$ cat src/rtl/lsu_req_pkg.sv
// Shared opcodes, data memory size and FSM state encoding for the load/store initiator.
package lsu_req_pkg;

  localparam logic [5:0] OP_LW   = 6'h23;
  localparam logic [5:0] OP_SW   = 6'h2B;
  localparam logic [5:0] OP_JAL  = 6'h03;
  localparam logic [5:0] OP_JALR = 6'h13;

  localparam int unsigned DMEM_SIZE = 256;

  typedef enum logic {
    ST_IDLE = 1'b0,
    ST_REQ  = 1'b1
  } state_t;

  function automatic logic is_mem_op(input logic [5:0] op);
    return (op == OP_LW) || (op == OP_SW);
  endfunction

  function automatic logic is_link_op(input logic [5:0] op);
    return (op == OP_JAL) || (op == OP_JALR);
  endfunction

endpackage

$ cat src/rtl/lsu_timeout.sv
// Saturating cycle counter for an outstanding request; expired flags the last allowed cycle.
module lsu_timeout #(
  parameter int unsigned TIMEOUT = 16
) (
  input  logic clk,
  input  logic rst_n,
  input  logic clr,
  input  logic en,
  output logic expired
);

  localparam int unsigned CW    = (TIMEOUT == 0) ? 1 : $clog2(TIMEOUT + 1);
  localparam int unsigned LIMIT = (TIMEOUT == 0) ? 0 : TIMEOUT - 1;

  logic [CW-1:0] cnt_q;
  logic [CW-1:0] cnt_d;

  always_comb begin
    cnt_d = cnt_q;
    if (clr) begin
      cnt_d = '0;
    end else if (en && (cnt_q != {CW{1'b1}})) begin
      cnt_d = cnt_q + CW'(1);
    end
  end

  always_ff @(posedge clk or negedge rst_n) begin
    if (!rst_n) begin
      cnt_q <= '0;
    end else begin
      cnt_q <= cnt_d;
    end
  end

  // A zero TIMEOUT never expires.
  assign expired = (TIMEOUT != 0) && (cnt_q == CW'(LIMIT));

endmodule

$ cat src/rtl/lsu_req.sv
// Load/store initiator: issues one word request per LW/SW over req/ack and returns writeback data.
module lsu_req
  import lsu_req_pkg::*;
#(
  parameter int unsigned ADDR_W  = 10,
  parameter int unsigned DEPTH   = DMEM_SIZE,
  parameter int unsigned TIMEOUT = 16
) (
  input  logic              CLK,
  input  logic              RST,
  input  logic              valid,
  input  logic [31:0]       Ins,
  input  logic [31:0]       Result,
  input  logic [31:0]       Rdata2,
  input  logic [31:0]       nextPC,
  output logic              stall,
  output logic [31:0]       Wdata,
  output logic              Wvalid,
  output logic              err,
  output logic              mem_req,
  output logic              mem_we,
  output logic [ADDR_W-1:0] mem_addr,
  output logic [31:0]       mem_wdata,
  input  logic              mem_ack,
  input  logic [31:0]       mem_rdata
);

  logic [5:0] op;
  logic       in_range;
  logic       accept;
  logic       expired;

  state_t              state_q,     state_d;
  logic                mem_req_q,   mem_req_d;
  logic                mem_we_q,    mem_we_d;
  logic [ADDR_W-1:0]   mem_addr_q,  mem_addr_d;
  logic [31:0]         mem_wdata_q, mem_wdata_d;
  logic [31:0]         wdata_q,     wdata_d;
  logic                wvalid_q,    wvalid_d;
  logic                err_q,       err_d;

  assign op       = Ins[31:26];
  // Range is judged on the full Result, not just the bits that reach mem_addr.
  assign in_range = Result < 32'(DEPTH);
  assign accept   = (state_q == ST_IDLE) && valid && is_mem_op(op) && in_range;

  lsu_timeout #(
    .TIMEOUT(TIMEOUT)
  ) u_timeout (
    .clk    (CLK),
    .rst_n  (RST),
    .clr    (accept),
    .en     ((state_q == ST_REQ) && !mem_ack),
    .expired(expired)
  );

  always_comb begin
    state_d     = state_q;
    mem_req_d   = mem_req_q;
    mem_we_d    = mem_we_q;
    mem_addr_d  = mem_addr_q;
    mem_wdata_d = mem_wdata_q;
    wdata_d     = wdata_q;
    wvalid_d    = 1'b0;
    err_d       = 1'b0;
    stall       = 1'b0;
    case (state_q)
      ST_IDLE: begin
        if (valid) begin
          if (!is_mem_op(op)) begin
            wdata_d  = is_link_op(op) ? nextPC : Result;
            wvalid_d = 1'b1;
          end else if (!in_range) begin
            err_d = 1'b1;
          end else begin
            stall       = 1'b1;
            mem_addr_d  = Result[ADDR_W-1:0];
            mem_wdata_d = Rdata2;
            mem_we_d    = (op == OP_SW);
            mem_req_d   = 1'b1;
            state_d     = ST_REQ;
          end
        end
      end
      ST_REQ: begin
        // Stall drops on the completing cycle so the pipeline advances on that same edge.
        stall = !mem_ack && !expired;
        if (mem_ack) begin
          mem_req_d = 1'b0;
          state_d   = ST_IDLE;
          if (!mem_we_q) begin
            wdata_d  = mem_rdata;
            wvalid_d = 1'b1;
          end
        end else if (expired) begin
          mem_req_d = 1'b0;
          err_d     = 1'b1;
          state_d   = ST_IDLE;
        end
      end
      default: state_d = ST_IDLE;
    endcase
  end

  always_ff @(posedge CLK or negedge RST) begin
    if (!RST) begin
      state_q     <= ST_IDLE;
      mem_req_q   <= 1'b0;
      mem_we_q    <= 1'b0;
      mem_addr_q  <= '0;
      mem_wdata_q <= '0;
      wdata_q     <= '0;
      wvalid_q    <= 1'b0;
      err_q       <= 1'b0;
    end else begin
      state_q     <= state_d;
      mem_req_q   <= mem_req_d;
      mem_we_q    <= mem_we_d;
      mem_addr_q  <= mem_addr_d;
      mem_wdata_q <= mem_wdata_d;
      wdata_q     <= wdata_d;
      wvalid_q    <= wvalid_d;
      err_q       <= err_d;
    end
  end

  assign mem_req   = mem_req_q;
  assign mem_we    = mem_we_q;
  assign mem_addr  = mem_addr_q;
  assign mem_wdata = mem_wdata_q;
  assign Wdata     = wdata_q;
  assign Wvalid    = wvalid_q;
  assign err       = err_q;

endmodule

$ cat config.mk
export PLATFORM = sky130hd
export DESIGN_NAME = lsu_req
export DESIGN_NICKNAME = d
export VERILOG_FILES = /design/src/rtl/lsu_req_pkg.sv /design/src/rtl/lsu_timeout.sv /design/src/rtl/lsu_req.sv
export SDC_FILE = /design/constraint.sdc
export NUM_CORES = 1
export LEC_CHECK = 0
export ABC_AREA = 1
export BUFFER_PORTS_ARGS = -buffer_cell sky130_fd_sc_hd__buf_2
export CAP_MARGIN = 15
export CORE_MARGIN = 2
export CORE_UTILIZATION = 47
export DETAILED_ROUTE_END_ITERATION = 8
export PLACE_DENSITY = 0.86
export SLEW_MARGIN = 0
export SYNTH_ARGS = -nofsm -noshare
export SYNTH_HDL_FRONTEND = slang
export SYNTH_SLANG_ARGS = --single-unit
$ cat constraint.sdc
create_clock -name CLK -period 3.45 [get_ports CLK]
set_input_delay 0.1725 -clock CLK [delete_from_list [all_inputs] [get_ports CLK]]
set_output_delay 0.1725 -clock CLK [all_outputs]
set_load 0.05 [all_outputs]
Word level (Yosys, flattened, before mapping) --
Index checks and enable logic that the tools add are counted. Widths: inputs -> output; s select.
Word-level totals: register bits after elaboration 84, input port bits 164
Operators by class: order comparisons 1, reductions and logical operators 14, add/subtract/negate cells 1, mux-type cells 32, equality and inequality tests 13, bitwise logic cells 1
Operator list (number):
- $mux 32 | 5
- $pmux 32 s2 | 1
- $lt 32x9->1 const B | 1
- $mux 1 | 19
- $eq 6x6->1 const B | 2
- $reduce_and 4->1 | 3
- $mux 5 | 2
- $ne 2x2->1 const B | 5
- $pmux 1 s2 | 5
- $eq 6x2->1 const B | 1
- $eq 6x5->1 const B | 1
- $logic_and 1x1->1 | 6
- $add 5x1->5 const B | 1
- $eq 5x4->1 const B | 1
- $ne 5x5->1 const B | 1
- $ne 3x3->1 const B | 1
- $logic_not 1->1 | 2
- $logic_or 1x1->1 | 2
- $ne 2x1->1 const B | 1
- $reduce_bool 2->1 | 1
- $not 1->1 | 1

Logic depth before layout (Yosys ltp) --
word-level depth 6, gate-level depth with buffers 9, gate-level depth less buffers 9

Cells and area by module --
From an unflattened synthesis, not the netlist that was laid out.
Second synthesis, totals: cells, all modules 554, area total of the unflattened synthesis 4262.8 µm²
By module, submodules not included:
- lsu_req | times used 1, cells an instance 517, sequential area each 1976.9 µm², area each 3982.6 µm²
- lsu_timeout | times used 1, cells an instance 37, sequential area each 125.1 µm², area each 280.3 µm²

Worst setup path before layout --
OpenSTA, ideal clock, no wires.
kind register to register, start point reg u_timeout.cnt_q[0], end point reg state_q, path slack 1.092 ns, cell stages (with the launch flop) 5, period minus slack after synthesis 2.358 ns, arrival time 2.109 ns, buffers on the path 0, required time 3.202 ns, path through dfrtp_1 -> ha_1 -> and3_1 -> ha_1 -> o21ai_0
Between the ends: word-level cells in the longest chain between the ends 4
RTL lines:
- start, declared | line lsu_timeout.sv:15 | logic [CW-1:0] cnt_q;
- start signal, assigned | line lsu_timeout.sv:31 | cnt_q <= cnt_d;
- $eq 5x4->1 | line lsu_timeout.sv:36 | assign expired = (TIMEOUT != 0) && (cnt_q == CW'(LIMIT));
- $mux 1 | line lsu_req.sv:95 | end else if (expired) begin
- $mux 1 | line lsu_req.sv:88 | if (mem_ack) begin
- $pmux 1 s2 | line lsu_req.sv:67 | case (state_q)
- end signal, assigned | line lsu_req.sv:116 | state_q <= state_d;
- end, declared | line lsu_req.sv:33 | state_t state_q, state_d;
Every way passes these cells. A chain may end at the register's enable or synchronous reset.

Worst setup path after layout --
start point reg state_q, end point out stall
Between the ends: word-level cells in the longest chain between the ends 2
RTL lines:
- $not 1->1 (no source line)
- $pmux 1 s2 * | line lsu_req.sv:67
- end, declared | line lsu_req.sv:16 | output logic stall,
Mark *: on every way between the ends. The rest lies on a longest branch, timed or not.

==> results.txt <==
----------------------------------------------------
[Clocking]
  Clk sinks ... 84
  Number of buffers inserted during clock tree synthesis ... 9
  Level count of the clock H-tree ... 3
  Clock tree root driver cell ... sky130_fd_sc_hd__clkbuf_8
  Clock transition at the register clock pins on the worst setup and hold paths after CTS ... 0.09 ns
  Clock latency at the later pin of the worst-skew pair ... 0.34 ns
  Resized cells post-CTS ... 0
  Clock tree from TritonCTS ... built
  Buffers inserted by post-CTS timing repair ... 0
  CTS Hold Bufs ... 1
  Max Root-Sink Buffers ... 2

[Drt]
  DRC marker count from the first detailed-route iteration ... 173
  Vias per cell ... between 5 and 6
  Average wire length per cell after detail routing ... about 14 µm
  Router iterations before antenna repair ... 4
  Antenna Violating Nets Remaining ... 0
  Number of vias in the routed layout ... roughly 4.2k
  DRC violation count after routing ... 0
  Final Routed Wirelength ... 11440 µm

[Global route]
  Global-route total usage across every layer ... 24.61%
  Wire length of the first global-routing pass ... 19060 µm
  Met1 Usage GRT ... 31.49%
  Fraction of met2 tracks used by global routing ... 40.38%
  Initial antenna violation count ... 1
  GR Overflow Total ... 0
  Global-route layer with the greatest usage ... met2
  M3 GR Usage ... 5.347%
  Pin count of the biggest net entering global routing ... 67
  Via count of the first global-routing pass ... 4008

[Critical path]
  Arr. time, crit path ... 2.04 ns
  Crit path kind ... reg -> out
  Kind of launch point of the worst setup path ... register
  Required time worst endpoint ... 3.28 ns
  Reg2Reg Capture Point ... Wdata[24]$_DFFE_PN0P_
  Start point of the critical path ... state_q$_DFF_PN0_
  Highest net fanout along the worst path ... between 40 and 50
  Number of cells on the worst reg-to-reg path ... 6
  CP endpoint kind ... primary output
  Worst flop-to-flop path startpoint ... state_q$_DFF_PN0_
  Minimum setup slack among reg-to-reg paths ... 1.38 ns

[Finish]
  Final instance area ... 0.005394 mm²
  Nets ... 885
  Final-layout fill cell count ... 722
  Core utilization of the finished layout ... around 65%
  Fraction of final layout cells sized beyond drive strength 1 ... 33.89%
  Layout Area Growth over Synthesis ... 33.22%

[Pwr]
  Leakage power of the design ... between 3 and 4 nW
  Pwr per Cell Area ... 422.7 mW/mm²
  IR Drop Worst-Case VDD ... slightly above 0.2 mV

[Synth]
  Synthesized instance count ... approximately 520
  Largest cells by area after synthesis ... sky130_fd_sc_hd__dfrtp_1 52%, sky130_fd_sc_hd__nand2_1 22%, sky130_fd_sc_hd__nand3_1 8.3%, sky130_fd_sc_hd__o211ai_1 5.9%, sky130_fd_sc_hd__nor2_1 2.7%
  Post-synthesis sequential area ratio ... 51.92%
  Yosys reg bits ... 84
  Post-synthesis net count ... 682
  Warnings from Yosys ... 0
  Post-synthesis area per instance ... 7.862 µm²
  Total standard cell area after synthesis ... 0.004049 mm²
  Synth area leader ... sky130_fd_sc_hd__dfrtp_1
  Post-synthesis cell type count ... 22
  Share of Yosys cell area claimed by the top area cell type ... 51.92%

[STA]
  Number of failing setup endpoints in the final timing report ... 0
  Remaining max-slew budget at the tightest pin ... 30.71%
  RSZ-0062 raised after global routing ... false
  Hold slack ... 0.02679 ns
  Clock period minus final worst setup slack ... 2.213 ns
  Number of hold violations in the final report ... 0
  Achievable clock frequency ... between 0.4 and 0.5 GHz
  Worst Tran Pin Value ... 1.037 ns
  Worst Skew ... 0.01291 ns
  Sum of negative setup slack ... 0 ns
  Portion of the clock cycle consumed by the worst path in the final layout ... 64.14%
  Max-slew violation total from the final report ... 0

[Die]
  Vert. Die Dim ... approximately 97 µm
  Top Ports ... 243
  Starting density of the core ... about half
  Core box area ... 0.008299 mm²
  Placement row count ... 33
  Die Outline Area ... 0.009373 mm²
  Overall die width ... 96.82 µm

[Placed design]
  Weighted congestion at the end of routability-driven global placement ... ~0.85
  Buffers on Ports ... 216
  Post-detailed-placement half-perimeter wirelength ... 8458 µm
  Total cell area at the placement stage ... slightly above 0.005 mm²

[Flow run]
  Max-cap violation count ... 0

[Min path]
  Class of the tightest hold or removal check ... in -> reg
  Hold-critical path depth ... 3
  End of the worst hold path ... mem_wdata[23]$_DFFE_PN0P_
  Critical hold path startpoint ... Rdata2[23]

[Outcome]
  Status ... complete, no violations

----------------------------------------------------
==> worst max path at each step <==
| stage | cells past startpoint | end | slack (ns) |
|---|---|---|---|
| after floorplan | 4 | state_q$_DFF_PN0_ | 1.09 |
| after global placement | 8 | Wdata[7]$_DFFE_PN0P_ | 1.34 |
| after detailed placement | 8 | Wdata[7]$_DFFE_PN0P_ | 1.35 |
| after CTS | 9 | stall | 1.19 |
| after global routing | 9 | stall | 1.02 |
| final | 9 | stall | 1.24 |
==> sequential cells by signal, indices dropped and copies added, names as in the netlist <==
| register | count |
|---|---|
| mem_wdata | 32 |
| u_timeout.cnt_q | 5 |
| state_q | 1 |
| Wvalid | 1 |
| mem_addr | 10 |
| mem_req | 1 |
| err | 1 |
| mem_we | 1 |
| Wdata | 32 |
==> worst max-delay path, cell delays in order (launching register included) <==
cell and delay (ns):
sky130_fd_sc_hd__dfrtp_1 0.44, sky130_fd_sc_hd__inv_2 0.05, sky130_fd_sc_hd__nand2_1 0.09, sky130_fd_sc_hd__inv_1 0.05, sky130_fd_sc_hd__nand2_1 0.13, sky130_fd_sc_hd__inv_1 0.05, sky130_fd_sc_hd__nand2_1 0.06, sky130_fd_sc_hd__buf_4 0.35
sky130_fd_sc_hd__o21ai_0 0.21, sky130_fd_sc_hd__buf_2 0.26
==> kinds of logic after synthesis <==
family,synth area share (%)
buf+inv,5.624
flops,51.92
xor+xnor,0.4327
simple gates,34.33
fa+ha+maj,0.9272
compound gates,6.768
==> through the flow <==
stage	std cells	power (mW)	setup slack [ns]
floorplan	515	1.292	1.092
global placement	811	1.455	1.345
detailed placement	811	1.461	1.353
CTS	828	2.306	1.191
global route	829	2.376	1.024
finish	829	2.280	1.237
==> cell type report <==
class                   instances  area [µm²]  area share [%]
repair buffers                223        1139           21.11
clock buffers                  10       127.6           2.366
inverters                      14       52.55          0.9743
clock inverters                 6       112.6           2.088
diodes                          1       2.502         0.04639
flip-flops and latches         84        2102           38.97
well taps                     105       131.4           2.436
multi-input cells             386        1727           32.01
==> cells in the mapped netlist <==
cell type / instances
sky130_fd_sc_hd__and3_1: 1
sky130_fd_sc_hd__nand4_1: 1
sky130_fd_sc_hd__o211ai_1: 32
sky130_fd_sc_hd__buf_2: 17
sky130_fd_sc_hd__inv_2: 2
sky130_fd_sc_hd__nor3_1: 1
sky130_fd_sc_hd__dfrtp_1: 84
sky130_fd_sc_hd__nor2_2: 4
sky130_fd_sc_hd__o21ai_2: 1
sky130_fd_sc_hd__clkbuf_1: 6
sky130_fd_sc_hd__ha_1: 3
sky130_fd_sc_hd__buf_6: 3
sky130_fd_sc_hd__buf_1: 1
sky130_fd_sc_hd__o21ai_0: 3
sky130_fd_sc_hd__nor2_1: 29
sky130_fd_sc_hd__nand3_1: 67
sky130_fd_sc_hd__a21oi_1: 2
sky130_fd_sc_hd__nand2_1: 239
sky130_fd_sc_hd__inv_1: 12
sky130_fd_sc_hd__buf_4: 4
sky130_fd_sc_hd__or2_0: 1
sky130_fd_sc_hd__xor2_1: 2
==> report_power, final <==
group / internal, mW / switching [mW]
combinational: 0.123 / 0.276
clock: 0.483 / 0.355
sequential: 1.02 / 0.0213
total: 1.63 / 0.652
==> placed cells by master (no fill, tap or decap) <==
cell,synthesis,routed
sky130_fd_sc_hd__dfrtp_1,84,84
sky130_fd_sc_hd__and3_1,1,1
sky130_fd_sc_hd__buf_4,4,7
sky130_fd_sc_hd__buf_2,17,215
sky130_fd_sc_hd__inv_1,12,12
sky130_fd_sc_hd__o211ai_1,32,32
sky130_fd_sc_hd__clkinv_4,0,2
sky130_fd_sc_hd__bufinv_16,0,3
sky130_fd_sc_hd__nor2_2,4,4
sky130_fd_sc_hd__clkinv_2,0,1
sky130_fd_sc_hd__dlygate4sd3_1,0,1
sky130_fd_sc_hd__o21ai_2,1,1
sky130_fd_sc_hd__a21oi_1,2,2
sky130_fd_sc_hd__nand3_1,67,67
sky130_fd_sc_hd__nor2_4,0,1
sky130_fd_sc_hd__nor2_1,29,28
sky130_fd_sc_hd__ha_1,3,3
sky130_fd_sc_hd__diode_2,0,1
sky130_fd_sc_hd__nor3_1,1,1
sky130_fd_sc_hd__xor2_1,2,2
sky130_fd_sc_hd__or2_0,1,1
sky130_fd_sc_hd__nand4_1,1,1
sky130_fd_sc_hd__o21ai_0,3,3
sky130_fd_sc_hd__clkbuf_8,0,9
sky130_fd_sc_hd__nand2_1,239,239
sky130_fd_sc_hd__inv_2,2,2
sky130_fd_sc_hd__clkbuf_1,6,1
==> per-layer routing <==
layer	wire length (µm)	vias to the layer above
met2	5439	225
met5	0	-
met1	4684	1911
li1	-	2062
met4	335	0
met3	977	27
Note: power is estimated with default switching activity, not from simulation.
